### src/rtl/ssc_clk_pkg.sv
// Shared types and defaults for the PLL clock/reset sequencer.
// Imported by ssc_clk_sequencer and its testbench.
package ssc_clk_pkg;

    typedef enum logic [1:0] {
        ST_WAIT  = 2'd0,
        ST_COUNT = 2'd1,
        ST_RUN   = 2'd2,
        ST_HOLD  = 2'd3
    } state_e;

    localparam int unsigned STABLE_CYCLES_DEF = 4096;
    localparam int unsigned HOLD_CYCLES_DEF   = 16;
    localparam int unsigned DIV_DEF           = 16;

    function automatic int unsigned max_u(
        input int unsigned a,
        input int unsigned b
    );
        return (a > b) ? a : b;
    endfunction

endpackage

### src/rtl/sync_2ff.sv
// 1-bit two-stage synchronizer with asynchronous active-low clear.
// Ports: clk, rst_n (async clear), d (async input), q (synchronized output).
module sync_2ff (
    input  logic clk,
    input  logic rst_n,
    input  logic d,
    output logic q
);

    logic meta_q;
    logic sync_q;

    always_ff @(posedge clk or negedge rst_n) begin
        if (!rst_n) begin
            meta_q <= 1'b0;
            sync_q <= 1'b0;
        end else begin
            meta_q <= d;
            sync_q <= meta_q;
        end
    end

    assign q = sync_q;

endmodule

### src/rtl/ssc_clk_sequencer.sv
// PLL lock sequencer: synchronous reset release, baud enable, sticky lock-loss flag.
// Ports: clk, reset_n, locked_in, lost_clr -> sys_reset_n, run, ce_baud, lock_lost.
module ssc_clk_sequencer
    import ssc_clk_pkg::*;
#(
    parameter int unsigned STABLE_CYCLES = STABLE_CYCLES_DEF,
    parameter int unsigned HOLD_CYCLES   = HOLD_CYCLES_DEF,
    parameter int unsigned DIV           = DIV_DEF
) (
    input  logic clk,
    input  logic reset_n,
    input  logic locked_in,
    input  logic lost_clr,
    output logic sys_reset_n,
    output logic run,
    output logic ce_baud,
    output logic lock_lost
);

    // One shared counter serves both the stable and hold intervals.
    localparam int unsigned CNT_MAX = max_u(STABLE_CYCLES, HOLD_CYCLES);
    localparam int unsigned CW      = $clog2(CNT_MAX + 1);
    localparam int unsigned DW      = $clog2(DIV);

    localparam logic [CW-1:0] STABLE_LAST = CW'(STABLE_CYCLES - 1);
    localparam logic [CW-1:0] HOLD_LAST   = CW'(HOLD_CYCLES - 1);
    localparam logic [DW-1:0] DIV_LAST    = DW'(DIV - 1);

    logic          locked_sync;
    logic          locked_s_q;

    state_e        state_q;
    state_e        state_d;
    logic [CW-1:0] cnt_q;
    logic [CW-1:0] cnt_d;
    logic [DW-1:0] div_q;
    logic [DW-1:0] div_d;
    logic          sys_reset_n_q;
    logic          sys_reset_n_d;
    logic          ce_baud_q;
    logic          ce_baud_d;
    logic          lock_lost_q;
    logic          lock_lost_d;
    logic          stay_run;

    sync_2ff u_sync (
        .clk   (clk),
        .rst_n (reset_n),
        .d     (locked_in),
        .q     (locked_sync)
    );

    always_comb begin
        state_d     = state_q;
        cnt_d       = cnt_q;
        lock_lost_d = lock_lost_q;

        if (lost_clr) begin
            lock_lost_d = 1'b0;
        end

        unique case (state_q)
            ST_WAIT: begin
                cnt_d = '0;
                if (locked_s_q) begin
                    state_d = ST_COUNT;
                end
            end
            ST_COUNT: begin
                if (!locked_s_q) begin
                    state_d = ST_WAIT;
                    cnt_d   = '0;
                end else if (cnt_q == STABLE_LAST) begin
                    state_d = ST_RUN;
                    cnt_d   = '0;
                end else begin
                    cnt_d = cnt_q + CW'(1);
                end
            end
            ST_RUN: begin
                cnt_d = '0;
                if (!locked_s_q) begin
                    state_d     = ST_HOLD;
                    // Set is applied after clear, so set wins.
                    lock_lost_d = 1'b1;
                end
            end
            ST_HOLD: begin
                // Relock is deliberately ignored until the hold expires.
                if (cnt_q == HOLD_LAST) begin
                    state_d = ST_WAIT;
                    cnt_d   = '0;
                end else begin
                    cnt_d = cnt_q + CW'(1);
                end
            end
            default: begin
                state_d = ST_WAIT;
                cnt_d   = '0;
            end
        endcase
    end

    // Divider and baud enable only advance while RUN persists, so the
    // leaving edge drops ce_baud together with sys_reset_n.
    always_comb begin
        stay_run = (state_q == ST_RUN) && (state_d == ST_RUN);
        div_d    = '0;
        if (stay_run) begin
            div_d = (div_q == DIV_LAST) ? '0 : div_q + DW'(1);
        end
        ce_baud_d     = stay_run && (div_q == DIV_LAST);
        sys_reset_n_d = (state_d == ST_RUN);
    end

    always_ff @(posedge clk or negedge reset_n) begin
        if (!reset_n) begin
            locked_s_q    <= 1'b0;
            state_q       <= ST_WAIT;
            cnt_q         <= '0;
            div_q         <= '0;
            sys_reset_n_q <= 1'b0;
            ce_baud_q     <= 1'b0;
            lock_lost_q   <= 1'b0;
        end else begin
            // Local copy of the synchronized flag feeding the FSM decode.
            locked_s_q    <= locked_sync;
            state_q       <= state_d;
            cnt_q         <= cnt_d;
            div_q         <= div_d;
            sys_reset_n_q <= sys_reset_n_d;
            ce_baud_q     <= ce_baud_d;
            lock_lost_q   <= lock_lost_d;
        end
    end

    assign sys_reset_n = sys_reset_n_q;
    assign run         = sys_reset_n_q;
    assign ce_baud     = ce_baud_q;
    assign lock_lost   = lock_lost_q;

endmodule

### config.mk
export PLATFORM = sky130hd
export DESIGN_NAME = ssc_clk_sequencer
export DESIGN_NICKNAME = d
export VERILOG_FILES = /design/src/rtl/ssc_clk_pkg.sv /design/src/rtl/sync_2ff.sv /design/src/rtl/ssc_clk_sequencer.sv
export SDC_FILE = /design/constraint.sdc
export NUM_CORES = 1
export LEC_CHECK = 0
export ABC_AREA = 1
export CAP_MARGIN = 10
export CORE_MARGIN = 1
export CORE_UTILIZATION = 38
export DETAILED_ROUTE_END_ITERATION = 7
export RECOVER_POWER = 100
export SYNTH_ARGS = -nofsm -noshare
export SYNTH_HDL_FRONTEND = slang
export SYNTH_HIERARCHICAL = 1
export SYNTH_SLANG_ARGS = --single-unit
### constraint.sdc
create_clock -name clk -period 3.9 [get_ports clk]
set_input_delay 0.78 -clock clk [delete_from_list [all_inputs] [get_ports clk]]
set_output_delay 0.78 -clock clk [all_outputs]
set_load 0.05 [all_outputs]
* Yosys cells after proc, flatten, opt, wreduce, memory -nomap -nowiden
Cells that the tools add are included.
** Word-level totals
- Register bits after elaboration :: 25
- Bits of input ports :: 4
- Output and inout bits :: 4
- Logic and storage cells :: 37
** Operators by class
- $add $sub $neg :: 2
- Equality and inequality tests :: 7
- Mux-type cells :: 15
- Reductions and logical operators :: 4
** Operator list (number)
- $mux W13 :: 3
- $pmux W13 S3 :: 1
- $add A13 B1 Y13 const B :: 1
- $eq A13 B12 Y1 const B :: 1
- $eq A13 B4 Y1 const B :: 1
- $mux W2 :: 5
- $mux W4 :: 2
- $pmux W2 S4 :: 1
- $eq A2 B2 Y1 const B :: 3
- $add A4 B1 Y4 const B :: 1
- $eq A4 B4 Y1 const B :: 1
- $mux W1 :: 3
- $eq A2 B1 Y1 const B :: 1
- $logic_and A1 B1 Y1 :: 2
- $logic_not A2 Y1 :: 1
- $reduce_or A2 Y1 :: 1

* Depth between registers and ports, before layout
Gate-level depths: netlist of the first run.
- Depth in word-level cells :: 7
- Depth in mapped cells :: 9
- Mapped depth without buffers :: 9

* Hierarchy
The synthesis of the first run kept the hierarchy.
** Modules (own cells, without submodules)
- ssc_clk_sequencer :: instances 1, cells an instance 136, area each 1209.9 sq um, seq. area each 575.6 sq um
- sync_2ff :: instances 1, cells an instance 2, area each 50.0 sq um, seq. area each 50.0 sq um

* Worst setup path before layout of the first run
Ideal clock, no wire load.
- Kind :: flip-flop to output port
- From :: register sys_reset_n_q, in the netlist run
- To :: output sys_reset_n
- Arrival :: 0.886 ns
- Data required time :: 3.120 ns
- Path slack :: 2.234 ns
- Stages on the path, launching flop included :: 2
- Buffers on the path :: 1
- Cells stage by stage :: dfrtp_1 buf_4
** RTL lines
- from (decl) :: line ssc_clk_sequencer.sv:38 : logic sys_reset_n_q;
- from (signal assigned) :: line ssc_clk_sequencer.sv:131 : sys_reset_n_q <= sys_reset_n_d;
- to (decl) :: line ssc_clk_sequencer.sv:14 : output logic sys_reset_n,
No word-level cell between the ends.

* Final worst setup path of the first run
- From :: register sys_reset_n_q, in the netlist run
- To :: output run
** RTL lines
- to (decl) :: line ssc_clk_sequencer.sv:15 : output logic run,
No word-level cell between the ends.

==> results.txt, run 1 <==
----------------------------------------------------
[Clock tree]
  Number of buffers inserted during clock tree synthesis ... 3
  Bufs on Longest Clock Path ... 2
  Number of instances resized during post-cts repair ... 0
  Max H-tree Level ... 1
  Clock-pin slew of the registers on the worst-case setup and hold paths ... 0.13 ns
  Clock latency on the worst-skew pair ... 0.32 ns
  Setup repair bufs after CTS ... 0
  Sink count of the clock tree ... 25
  TritonCTS clock tree ... built
  Root Driver ... sky130_fd_sc_hd__clkbuf_4
  Post-CTS Hold Buffers ... 0

[Synthesis]
  Yosys top cell area share ... between 40 and 50%
  Leading area contributor after synthesis ... sky130_fd_sc_hd__dfrtp_1
  Share of synthesized flip-flops with an asynchronous set or reset ... 100%
  Number of synthesized flops with an enable pin ... 0
  Yosys synthesis warning count ... 6
  Count of mapped cells out of synthesis ... around 140
  Commonest cells in the netlist ... sky130_fd_sc_hd__dfrtp_1 (25), sky130_fd_sc_hd__nand2_1 (21), sky130_fd_sc_hd__nor2_1 (19)
  Net count after synthesis ... between 100 and 150
  Synthesized cell area ... approximately 0.0013 mm2
  Yosys reg bits ... 25
  Top flip-flop cell by instance count after synthesis ... sky130_fd_sc_hd__dfrtp_1
  Number of unique standard cell types used by synthesis ... 23
  Sequential cell area fraction in the yosys report ... just under 50%
  Most common cell in the netlist ... sky130_fd_sc_hd__dfrtp_1
  Top cells by area, synth ... sky130_fd_sc_hd__dfrtp_1 (50%), sky130_fd_sc_hd__nand2_1 (6.3%), sky130_fd_sc_hd__nor2_2 (6.0%), sky130_fd_sc_hd__nor2_1 (5.7%), sky130_fd_sc_hd__inv_1 (4.8%)
  Average footprint of a synthesized cell ... roughly 9 um2

[Place]
  Cell count after placement ... 188
  GP Congestion ... 0.749
  Post-DP HPWL ... roughly 1.6 mm
  Port Buffer Count ... 7

[Timing]
  Smallest hold slack ... 0.364 ns
  Fin Setup TNS ... 0 ns
  Slew margin rel. ... about a third
  Highest achievable clock rate ... about 430 MHz
  Final critical delay including setup and external delays ... 2.33 ns
  Worst Max-Slew Pin Slew ... approximately 1 ns
  Final setup viols ... 0
  Setup repair after global routing missed its margin ... no
  Period utilisation layout ... 59.8%
  Largest clock skew in the final design ... 0.00265 ns
  Final Max Slew Viols ... 0
  Number of failing hold endpoints at the final stage ... 0

[Power]
  Leakage dissipation ... approximately 0.63 nW
  Largest vdd supply drop ... about 140 uV
  PwrDens ... between 200 and 300 mW/mm2

[Worst setup path]
  Endpoint kind of the worst setup timing path ... output pin
  Critical-path cell list ... dlygate4sd3_1
  Critical Path Fanout Max ... 2
  Crit-path max cell delay ... about 0.87 ns
  Nature of the critical path startpoint ... flop
  Slowest CP cell ... sky130_fd_sc_hd__dlygate4sd3_1
  Critical path buffer and inverter count ... 1
  WP data required ... 3.12 ns
  CP arrival ... 1.55 ns
  Delay-heaviest family, CP ... buffers and inverters
  Critical setup path kind ... reg -> out

[Die]
  Core area ... 0.00310 mm2
  Effective utilization at floorplan ... just over 40%
  Top-level I/O count ... 8
  Die X-Extent ... 59.6 um
  Number of standard-cell rows in the floorplan ... 20
  Die Outline Area ... between 0.003 and 0.004 mm2
  Die Y ... 59.6 um

[Global routing]
  Overall overflow remaining after global route ... 0
  Via count of the first global-routing pass ... between 800 and 900
  Total global-route track usage ... roughly 14%
  Wire length of the first global-routing pass ... approximately 3.7 mm
  Antenna violations before repair ... 0
  Largest net degree at the start of global routing ... 26

[Final layout]
  Total of fill cells in the finished design ... approximately 340
  Layout overhead on the synthesized area ... 8.64%
  Area of combinational cells with multiple inputs ... between 500 and 600 um2
  Number of nets at the end of the flow ... 156
  Non-filler cells in the finished layout ... between 150 and 200
  Diodes inserted ... 0
  Sequential standard cell area ... roughly 630 um2
  Proportion of layout cells with a drive suffix above 1 ... 18.1%

[Routing]
  Number of iterations in the first detailed-routing pass ... 4
  Number of DRC markers in iteration 0 ... 50
  Total wire length after detailed routing ... 2.07 mm
  Vias per Instance ... between 4 and 5
  Average wire length per cell after detail routing ... between 10 and 15 um
  Antenna violation net count after detailed routing ... 0
  Number of DRC violations after detailed routing ... 0
  Vias after detailed routing ... between 800 and 900

[Job]
  Maximum capacitance violations ... 0

[Run status]
  Result of the run ... finished, final reports clean

[Worst hold path]
  HP Class ... reg -> reg

----------------------------------------------------
-- layer usage --
layer | up-vias | GRT usage, % | part of all wire [%]
li1 | 443 | - | -
met1 | 397 | 18.7 | 48
met2 | 6 | 23.8 | 49
met3 | 4 | 1.97 | 1.5
met4 | 0 | 6.98 | 1.6
met5 | - | 0 | 0
-- flip-flops by register name, summed over array words and instances, names as in the netlist --
register       cells
cnt_q             13
div_q              4
state_q            2
ce_baud            1
lock_lost          1
locked_s_q         1
run                1
u_sync/meta_q      1
u_sync/q           1
-- power breakdown --
group / switching (mW) / leakage (nW) / internal [mW]
clock network: 0.0774 / 0.0139 / 0.0391
logic: 0.0177 / 0.275 / 0.00658
registers: 0.00315 / 0.340 / 0.264
total: 0.0982 / 0.628 / 0.310
-- metrics by stage --
stage	power [mW]	util (%)	setup WS (ns)	instance area, um2
2_1_floorplan	0.288	-	2.23	1260
3_3_place_gp	0.299	44.4	1.78	1380
3_5_place_dp	0.300	44.4	1.74	1380
4_1_cts	0.422	45.4	1.60	1410
5_1_grt	0.431	44.1	1.51	1370
6_report	0.408	44.1	1.57	1370
-- cells by family after synthesis --
kind of cell	synth area share (%)
flip-flops	49.7
adder cells (fa/ha/maj)	1.99
AO/OA/AOI/OAI	2.58
buffers and inverters	6.65
AND/OR/NAND/NOR	32.9
XOR/XNOR	6.26
-- cells in the final DEF, fill, tap and decap left out --
master                          instances
sky130_fd_sc_hd__dfrtp_1               25
sky130_fd_sc_hd__nand2_1               23
sky130_fd_sc_hd__nor2_1                21
sky130_fd_sc_hd__inv_1                 16
sky130_fd_sc_hd__nor2_2                11
sky130_fd_sc_hd__nand3_1               10
sky130_fd_sc_hd__dlygate4sd3_1          7
sky130_fd_sc_hd__xor2_1                 6
sky130_fd_sc_hd__nand2_2                5
sky130_fd_sc_hd__o21ai_0                3
sky130_fd_sc_hd__xnor2_1                3
sky130_fd_sc_hd__clkbuf_4               3
sky130_fd_sc_hd__inv_2                  2
sky130_fd_sc_hd__nor3_2                 2
sky130_fd_sc_hd__nand4_1                2
sky130_fd_sc_hd__a21oi_1                2
sky130_fd_sc_hd__ha_1                   2
sky130_fd_sc_hd__nor3_4                 1
sky130_fd_sc_hd__nand2_4                1
sky130_fd_sc_hd__clkinvlp_2             1
sky130_fd_sc_hd__o21bai_1               1
sky130_fd_sc_hd__clkinvlp_4             1
sky130_fd_sc_hd__clkbuf_1               1
-- final cells by class --
class                      instances  share of cell area [%]
clock buffer                       3                    1.65
clock inverter                     1                   0.548
inverter                          19                    5.30
multi-input combinational         93                    37.4
sequential                        25                    45.7
tap                               44                    4.02
timing repair buffer               8                    5.39
-- worst paths after layout --
kind	startpoint	to	slack [ns]	cells after the start
max in group asynchronous	reset_n	lock_lost	1.92	2
hold / removal	u_sync/meta_q	u_sync/q	0.36	0
hold reg to reg	u_sync/meta_q	u_sync/q	0.36	0
setup reg to reg	cnt_q[0]	cnt_q[11]	1.80	8
setup / recovery	run	run	1.57	1
min in group asynchronous	reset_n	cnt_q[6]	0.77	1
Power figures use the tool's default switching activity.
==> inputs of run 2 (changes only) <==
- clock period: 3.9 -> 1.9 ns (I/O delays scaled with it)
==> run 2 against run 1 <==
  * Via count rose by 0.59%
  * Cell count did not move
  * Global-route usage fell by 0.81 points
  * Register-to-register slack got worse by 1.5 ns
  * Final area down 1.2%
  * Routed wire length decreased by 4.3%
  * Clock skew rose by 0.0038 ns
==> results.txt, run 2 (same netlist as run 1, synthesis figures left out) <==
----------------------------------------------------
[Timing]
  Highest achievable clock rate ... about 640 MHz
  Fin worst setup slack ... 0.349 ns (-1.22 ns)
  Slew margin rel. ... 58.6% (+25 points)
  Final Max Slew Viols ... 0 (unchanged)
  Fin Setup TNS ... 0 ns (unchanged)
  Period utilisation layout ... roughly 82%
  Largest clock skew in the final design ... 0.00650 ns (+0.00385 ns)
  Setup repair after global routing missed its margin ... no
  Final setup viols ... 0 (unchanged)
  Final critical delay including setup and external delays ... between 1.5 and 2 ns
  Worst Max-Slew Pin Slew ... 0.620 ns (-0.377 ns)
  Number of failing hold endpoints at the final stage ... 0 (unchanged)

[Power]
  PwrDens ... 623 mW/mm2 (+110%)
  Largest vdd supply drop ... 362 uV (+170%)
  Leakage dissipation ... 0.614 nW (-2.3%)

[Global routing]
  Via count of the first global-routing pass ... 824 (-4.2%)
  Antenna violations before repair ... 0 (unchanged)
  Most heavily used metal layer in global routing ... met2
  Largest net degree at the start of global routing ... 26 (unchanged)
  Total global-route track usage ... 13.6% (-0.81 points)
  Met3 usage ... 3.93% (+2.0 points)
  Overall overflow remaining after global route ... 0 (unchanged)
  Wire length of the first global-routing pass ... 3.58 mm (-3.2%)
  Met1 demand-to-capacity share in global routing ... 17.7% (-0.93 points)
  Met2 demand-to-capacity share in global routing ... 22.5% (-1.3 points)

[Routing]
  Total wire length after detailed routing ... 1.98 mm (-4.3%)
  Number of DRC violations after detailed routing ... 0 (unchanged)
  Number of iterations in the first detailed-routing pass ... 4 (unchanged)
  Average wire length per cell after detail routing ... 10.2 um (-4.3%)
  Antenna violation net count after detailed routing ... 0 (unchanged)
  Vias after detailed routing ... 855 (+0.59%)
  Number of DRC markers in iteration 0 ... 15 (-70%)
  Vias per Instance ... 4.43 (+0.59%)

[Clock tree]
  TritonCTS clock tree ... built
  Post-CTS Hold Buffers ... 0 (unchanged)
  Number of buffers inserted during clock tree synthesis ... 3 (unchanged)
  Sink count of the clock tree ... 25 (unchanged)
  Max H-tree Level ... 1 (unchanged)
  Root Driver ... sky130_fd_sc_hd__clkbuf_4
  Clock-pin slew of the registers on the worst-case setup and hold paths ... 0.14 ns (about the same)
  Setup repair bufs after CTS ... 0 (unchanged)
  Bufs on Longest Clock Path ... 2 (unchanged)
  Clock latency on the worst-skew pair ... 0.32 ns (about the same)

[Die]
  Top-level I/O count ... 8 (unchanged)
  Number of standard-cell rows in the floorplan ... 20 (unchanged)
  Die Outline Area ... 0.00355 mm2 (unchanged)
  Effective utilization at floorplan ... 40.6% (unchanged)
  Die X-Extent ... 59.6 um (unchanged)
  Die Y ... 59.6 um (unchanged)
  Core area ... 0.00310 mm2 (unchanged)

[Final layout]
  Sequential standard cell area ... 626 um2 (unchanged)
  Layout Utilization ... 43.6% (-0.52 points)
  Area of combinational cells with multiple inputs ... 515 um2 (+0.73%)
  Finished Cell Area ... 0.00135 mm2 (-1.2%)
  Largest reg by FF count ... cnt_q
  Number of nets at the end of the flow ... 156 (unchanged)
  Non-filler cells in the finished layout ... 193 (unchanged)
  Diodes inserted ... 0 (unchanged)
  Total of fill cells in the finished design ... 331 (-1.2%)
  Most common cell after layout, fill and taps aside ... sky130_fd_sc_hd__nor2_1
  Layout overhead on the synthesized area ... 7.35%
  Largest register FFs ... 13 (unchanged)
  Proportion of layout cells with a drive suffix above 1 ... 16.1% (-2.0 points)
  Biggest registers after layout ... cnt_q: 13 flops, div_q: 4 flops, state_q: 2 flops
  Commonest cells after routing, fill and taps aside ... sky130_fd_sc_hd__nor2_1 (27), sky130_fd_sc_hd__dfrtp_1 (25), sky130_fd_sc_hd__nand2_1 (22), sky130_fd_sc_hd__inv_1 (16), sky130_fd_sc_hd__nand3_1 (10)

[Place]
  Post-DP HPWL ... 1.53 mm (-7.0%)
  Port Buffer Count ... 7 (unchanged)
  GP Congestion ... 0.840 (+12%)
  Cell area reported after detailed placement ... 0.00139 mm2 (+0.55%)
  Worst setup slack before clock tree synthesis ... 0.401 ns (-1.34 ns)
  Cell count after placement ... 189 (+0.53%)

[Job]
  Maximum capacitance violations ... 0 (unchanged)

[Worst setup path]
  Critical Path Fanout Max ... 10 (+8)
  Critical setup path kind ... reg -> reg
  Critical-path cell list ... ha_1, nand3_1, nor2_1, nand2_1, nand2_4, nand2_4, clkinv_4, nor2_1
  Endpoint kind of the worst setup timing path ... flop
  CP arrival ... 1.82 ns (+0.27 ns)
  Slowest CP cell ... sky130_fd_sc_hd__dfrtp_1
  Crit-path max cell delay ... 0.42 ns (-0.45 ns)
  Nature of the critical path startpoint ... flop
  WP data required ... 2.17 ns (-0.95 ns)
  Critical path buffer and inverter count ... 1 (unchanged)
  Delay-heaviest family, CP ... simple AND/OR/NAND/NOR gates

[Run status]
  Result of the run ... finished, final reports clean

[Worst hold path]
  HP Class ... reg -> reg

----------------------------------------------------
==> run 2: final timing paths <==
path	slack (ns)	cells past startpoint	end	start
setup reg to reg	0.35	8	cnt_q[11]	cnt_q[0]
hold reg to reg	0.36	0	locked_s_q	u_sync/q
max in group asynchronous	0.92	2	state_q[1]	reset_n
setup / recovery	0.35	8	cnt_q[11]	cnt_q[0]
hold / removal	0.36	0	locked_s_q	u_sync/q
min in group asynchronous	0.58	2	cnt_q[5]	reset_n
==> run 2: final cells by class <==
| class | instances | share of cell area (%) |
|---|---|---|
| flip-flops and latches | 25 | 46.3 |
| multi-input cells | 93 | 38.1 |
| inverters | 19 | 5.64 |
| well taps | 44 | 4.07 |
| repair buffers | 8 | 3.70 |
| clock buffers | 3 | 1.67 |
| clock inverters | 1 | 0.555 |
==> run 2: through the flow <==
stage | hold slack [ns] | total power, mW
after CTS | 0.368 | 0.871
after global routing | 0.374 | 0.890
after detailed placement | 0.335 | 0.617
after global placement | 0.335 | 0.616
after floorplan | 0.0844 | 0.591
final | 0.364 | 0.843
==> run 2: timing repair <==
item,CTS,global route
setup endpoints to repair,0,4
endpoints found under the hold margin,0,0
gates resized for setup,0,4
==> run 2: per-layer routing <==
layer	wire (um)	vias to the layer above
met5	0	-
met4	12	0
met3	58	3
met2	938	7
met1	967	398
li1	-	447
==> run 2: power breakdown <==
part           internal, mW  switching, mW  leakage [nW]
clock                0.0805          0.163        0.0139
sequential            0.542        0.00572         0.340
combinational        0.0166         0.0358         0.260
==> inputs of run 3 (changes only) <==
- clock period: 1.9 -> 1.3 ns (I/O delays scaled with it)
==> run 3 against run 2 <==
  * The flow now finishes with violations (negative setup slack)
  * Core utilization increased by 3.1 points
  * Cell count increased by 2.1%
  * Combinational power increased by 79%
  * First-iteration DRC count increased to 4.3 times the previous value
  * Critical path depth unchanged
  * Non-clock buffer count increased by 4
  * Largest cell class unchanged
  * Highest routed layer unchanged
==> results.txt, run 3 (same netlist as run 1, synthesis figures left out) <==
----------------------------------------------------
[Final layout]
  Layout Utilization ... 46.7% (+3.1 points)
  Proportion of layout cells with a drive suffix above 1 ... 28.1% (+12 points)
  Diodes inserted ... 0 (unchanged)
  Commonest cells after routing, fill and taps aside ... sky130_fd_sc_hd__dfrtp_1 (25), sky130_fd_sc_hd__nand2_1 (21), sky130_fd_sc_hd__nor2_1 (19), sky130_fd_sc_hd__inv_1 (16), sky130_fd_sc_hd__nor2_2 (12)
  Number of nets at the end of the flow ... 160 (+2.6%)
  Finished Cell Area ... 0.00145 mm2 (+7.2%)
  Biggest registers after layout ... cnt_q: 13 flops, div_q: 4 flops, state_q: 2 flops
  Most common cell after layout, fill and taps aside ... sky130_fd_sc_hd__dfrtp_1
  Largest register FFs ... 13 (unchanged)
  Largest reg by FF count ... cnt_q
  Layout overhead on the synthesized area ... 15.1%
  Non-filler cells in the finished layout ... 197 (+2.1%)

[Place]
  Worst setup slack before clock tree synthesis ... -0.0417 ns (-0.443 ns)
  Post-DP HPWL ... 1.62 mm (+6.3%)
  Port Buffer Count ... 7 (unchanged)
  Cell area reported after detailed placement ... 0.00148 mm2 (+6.9%)
  GP Congestion ... 0.801 (-4.7%)
  Cell count after placement ... 193 (+2.1%)

[Die]
  Die Outline Area ... 0.00355 mm2 (unchanged)
  Top-level I/O count ... 8 (unchanged)
  Effective utilization at floorplan ... 40.6% (unchanged)
  Die X-Extent ... 59.6 um (unchanged)
  Die Y ... 59.6 um (unchanged)
  Core area ... 0.00310 mm2 (unchanged)
  Number of standard-cell rows in the floorplan ... 20 (unchanged)

[Routing]
  Antenna violation net count after detailed routing ... 0 (unchanged)
  Number of DRC markers in iteration 0 ... 65 (+50)
  Total wire length after detailed routing ... 2.10 mm (+6.0%)
  Vias after detailed routing ... 880 (+2.9%)
  Number of DRC violations after detailed routing ... 0 (unchanged)
  Number of iterations in the first detailed-routing pass ... 4 (unchanged)
  Vias per Instance ... 4.47 (+0.83%)
  Average wire length per cell after detail routing ... 10.6 um (+3.9%)

[Timing]
  Highest achievable clock rate ... 767 MHz (+19%)
  Fin Setup TNS ... -0.00303 ns (-0.00303 ns)
  Final setup viols ... 1 (+1)
  Number of failing hold endpoints at the final stage ... 0 (unchanged)
  Fin worst setup slack ... -0.00303 ns (-0.352 ns)
  Slew margin rel. ... 58.5% (-0.13 points)
  Worst Max-Slew Pin Slew ... 0.622 ns (+0.00190 ns)
  Final critical delay including setup and external delays ... 1.30 ns (-0.248 ns)
  Setup repair after global routing missed its margin ... yes
  Smallest hold slack ... 0.366 ns (+0.00164 ns)
  Largest clock skew in the final design ... 0.00138 ns (-0.00512 ns)
  Period utilisation layout ... 100% (+19 points)
  Final Max Slew Viols ... 0 (unchanged)

[Global routing]
  Wire length of the first global-routing pass ... 3.77 mm (+5.2%)
  Largest net degree at the start of global routing ... 26 (unchanged)
  Total global-route track usage ... 14.3% (+0.65 points)
  Overall overflow remaining after global route ... 0 (unchanged)
  Via count of the first global-routing pass ... 891 (+8.1%)
  Antenna violations before repair ... 0 (unchanged)

[Run status]
  Result of the run ... finished, violations left
  Failing checks ... negative setup slack

[Power]
  PwrDens ... 862 mW/mm2 (+38%)
  Largest vdd supply drop ... 427 uV (+18%)
  Total power consumption of the routed design ... 1.25 mW (+48%)
  Leakage dissipation ... 0.652 nW (+6.1%)

[Clock tree]
  Bufs on Longest Clock Path ... 2 (unchanged)
  Clock-pin slew of the registers on the worst-case setup and hold paths ... 0.14 ns (about the same)
  Root Driver ... sky130_fd_sc_hd__clkbuf_4
  Post-CTS Hold Buffers ... 0 (unchanged)
  Number of buffers inserted during clock tree synthesis ... 3 (unchanged)
  TritonCTS clock tree ... built
  Sink count of the clock tree ... 25 (unchanged)
  Max H-tree Level ... 1 (unchanged)
  Clock latency on the worst-skew pair ... 0.31 ns (about the same)

[Worst setup path]
  Critical setup path kind ... reg -> reg
  Critical Path Fanout Max ... 10 (unchanged)
  Nature of the critical path startpoint ... flop
  R2r worst-path depth ... 8 (unchanged)
  Terminus of the critical flop-to-flop path ... cnt_q[9]
  CP arrival ... 1.56 ns (-0.26 ns)
  Crit Reg-Reg Startpoint ... cnt_q[0]
  Reg-to-reg setup timing slack ... -0.003 ns (-0.35 ns)
  Endpoint kind of the worst setup timing path ... flop
  WP data required ... 1.56 ns (-0.61 ns)

[Job]
  Maximum capacitance violations ... 0 (unchanged)

[Worst hold path]
  Hold Startpoint ... u_sync/q
  HP Class ... reg -> reg
  Worst hold stages ... 0 (unchanged)
  WHS Endpoint ... locked_s_q

----------------------------------------------------
## run 3: changes by cell type in the layout (fill, tap and decap cells not counted), sizes merged
cell,change
clkbuf,-1
buf,+5
## run 3: how the worst max path moves through the flow
stage	from	endpoint
after floorplan	cnt_q[0]	cnt_q[11]
after global placement	cnt_q[0]	cnt_q[11]
after detailed placement	cnt_q[0]	cnt_q[9]
after CTS	cnt_q[0]	cnt_q[11]
after global routing	cnt_q[0]	run
final	cnt_q[0]	cnt_q[9]
## run 3: final cells by class
cell class,instances,area (um2)
multi-input cells,93,563
clock buffers,3,22.5
fillers,315,1650
well taps,44,55.1
inverters,19,83.8
clock inverters,1,7.51
repair buffers,12,92.6
flip-flops and latches,25,626
## run 3: critical path: stages (launching register included)
cell	delay, ns
sky130_fd_sc_hd__dfrtp_1	0.44
sky130_fd_sc_hd__ha_4	0.18
sky130_fd_sc_hd__nand3_4	0.10
sky130_fd_sc_hd__nor2_2	0.04
sky130_fd_sc_hd__nand2_2	0.10
sky130_fd_sc_hd__nand2_4	0.08
sky130_fd_sc_hd__nand2_4	0.11
sky130_fd_sc_hd__clkinv_8	0.09
sky130_fd_sc_hd__nor2_2	0.11
## run 3: what timing repair did
| action | 4_1_cts | 5_1_grt |
|---|---|---|
| setup buffers | 0 | 0 |
| endpoints found under the setup margin | 12 | 15 |
| gates resized for setup | 1 | 1 |
| pin swaps | 2 | 0 |
## run 3: layer usage
layer	up-vias	part of all wire (%)	track usage [%]
met5	-	0	0
met4	0	1.0	5.98
met3	2	2.0	2.62
met2	5	49	23.8
met1	419	48	18.1
li1	454	-	-
## run 3: power by group
part | internal [mW] | switching, mW
Sequential | 0.792 | 0.0111
Combinational | 0.0321 | 0.0617
Clock | 0.117 | 0.237
Total | 0.941 | 0.309
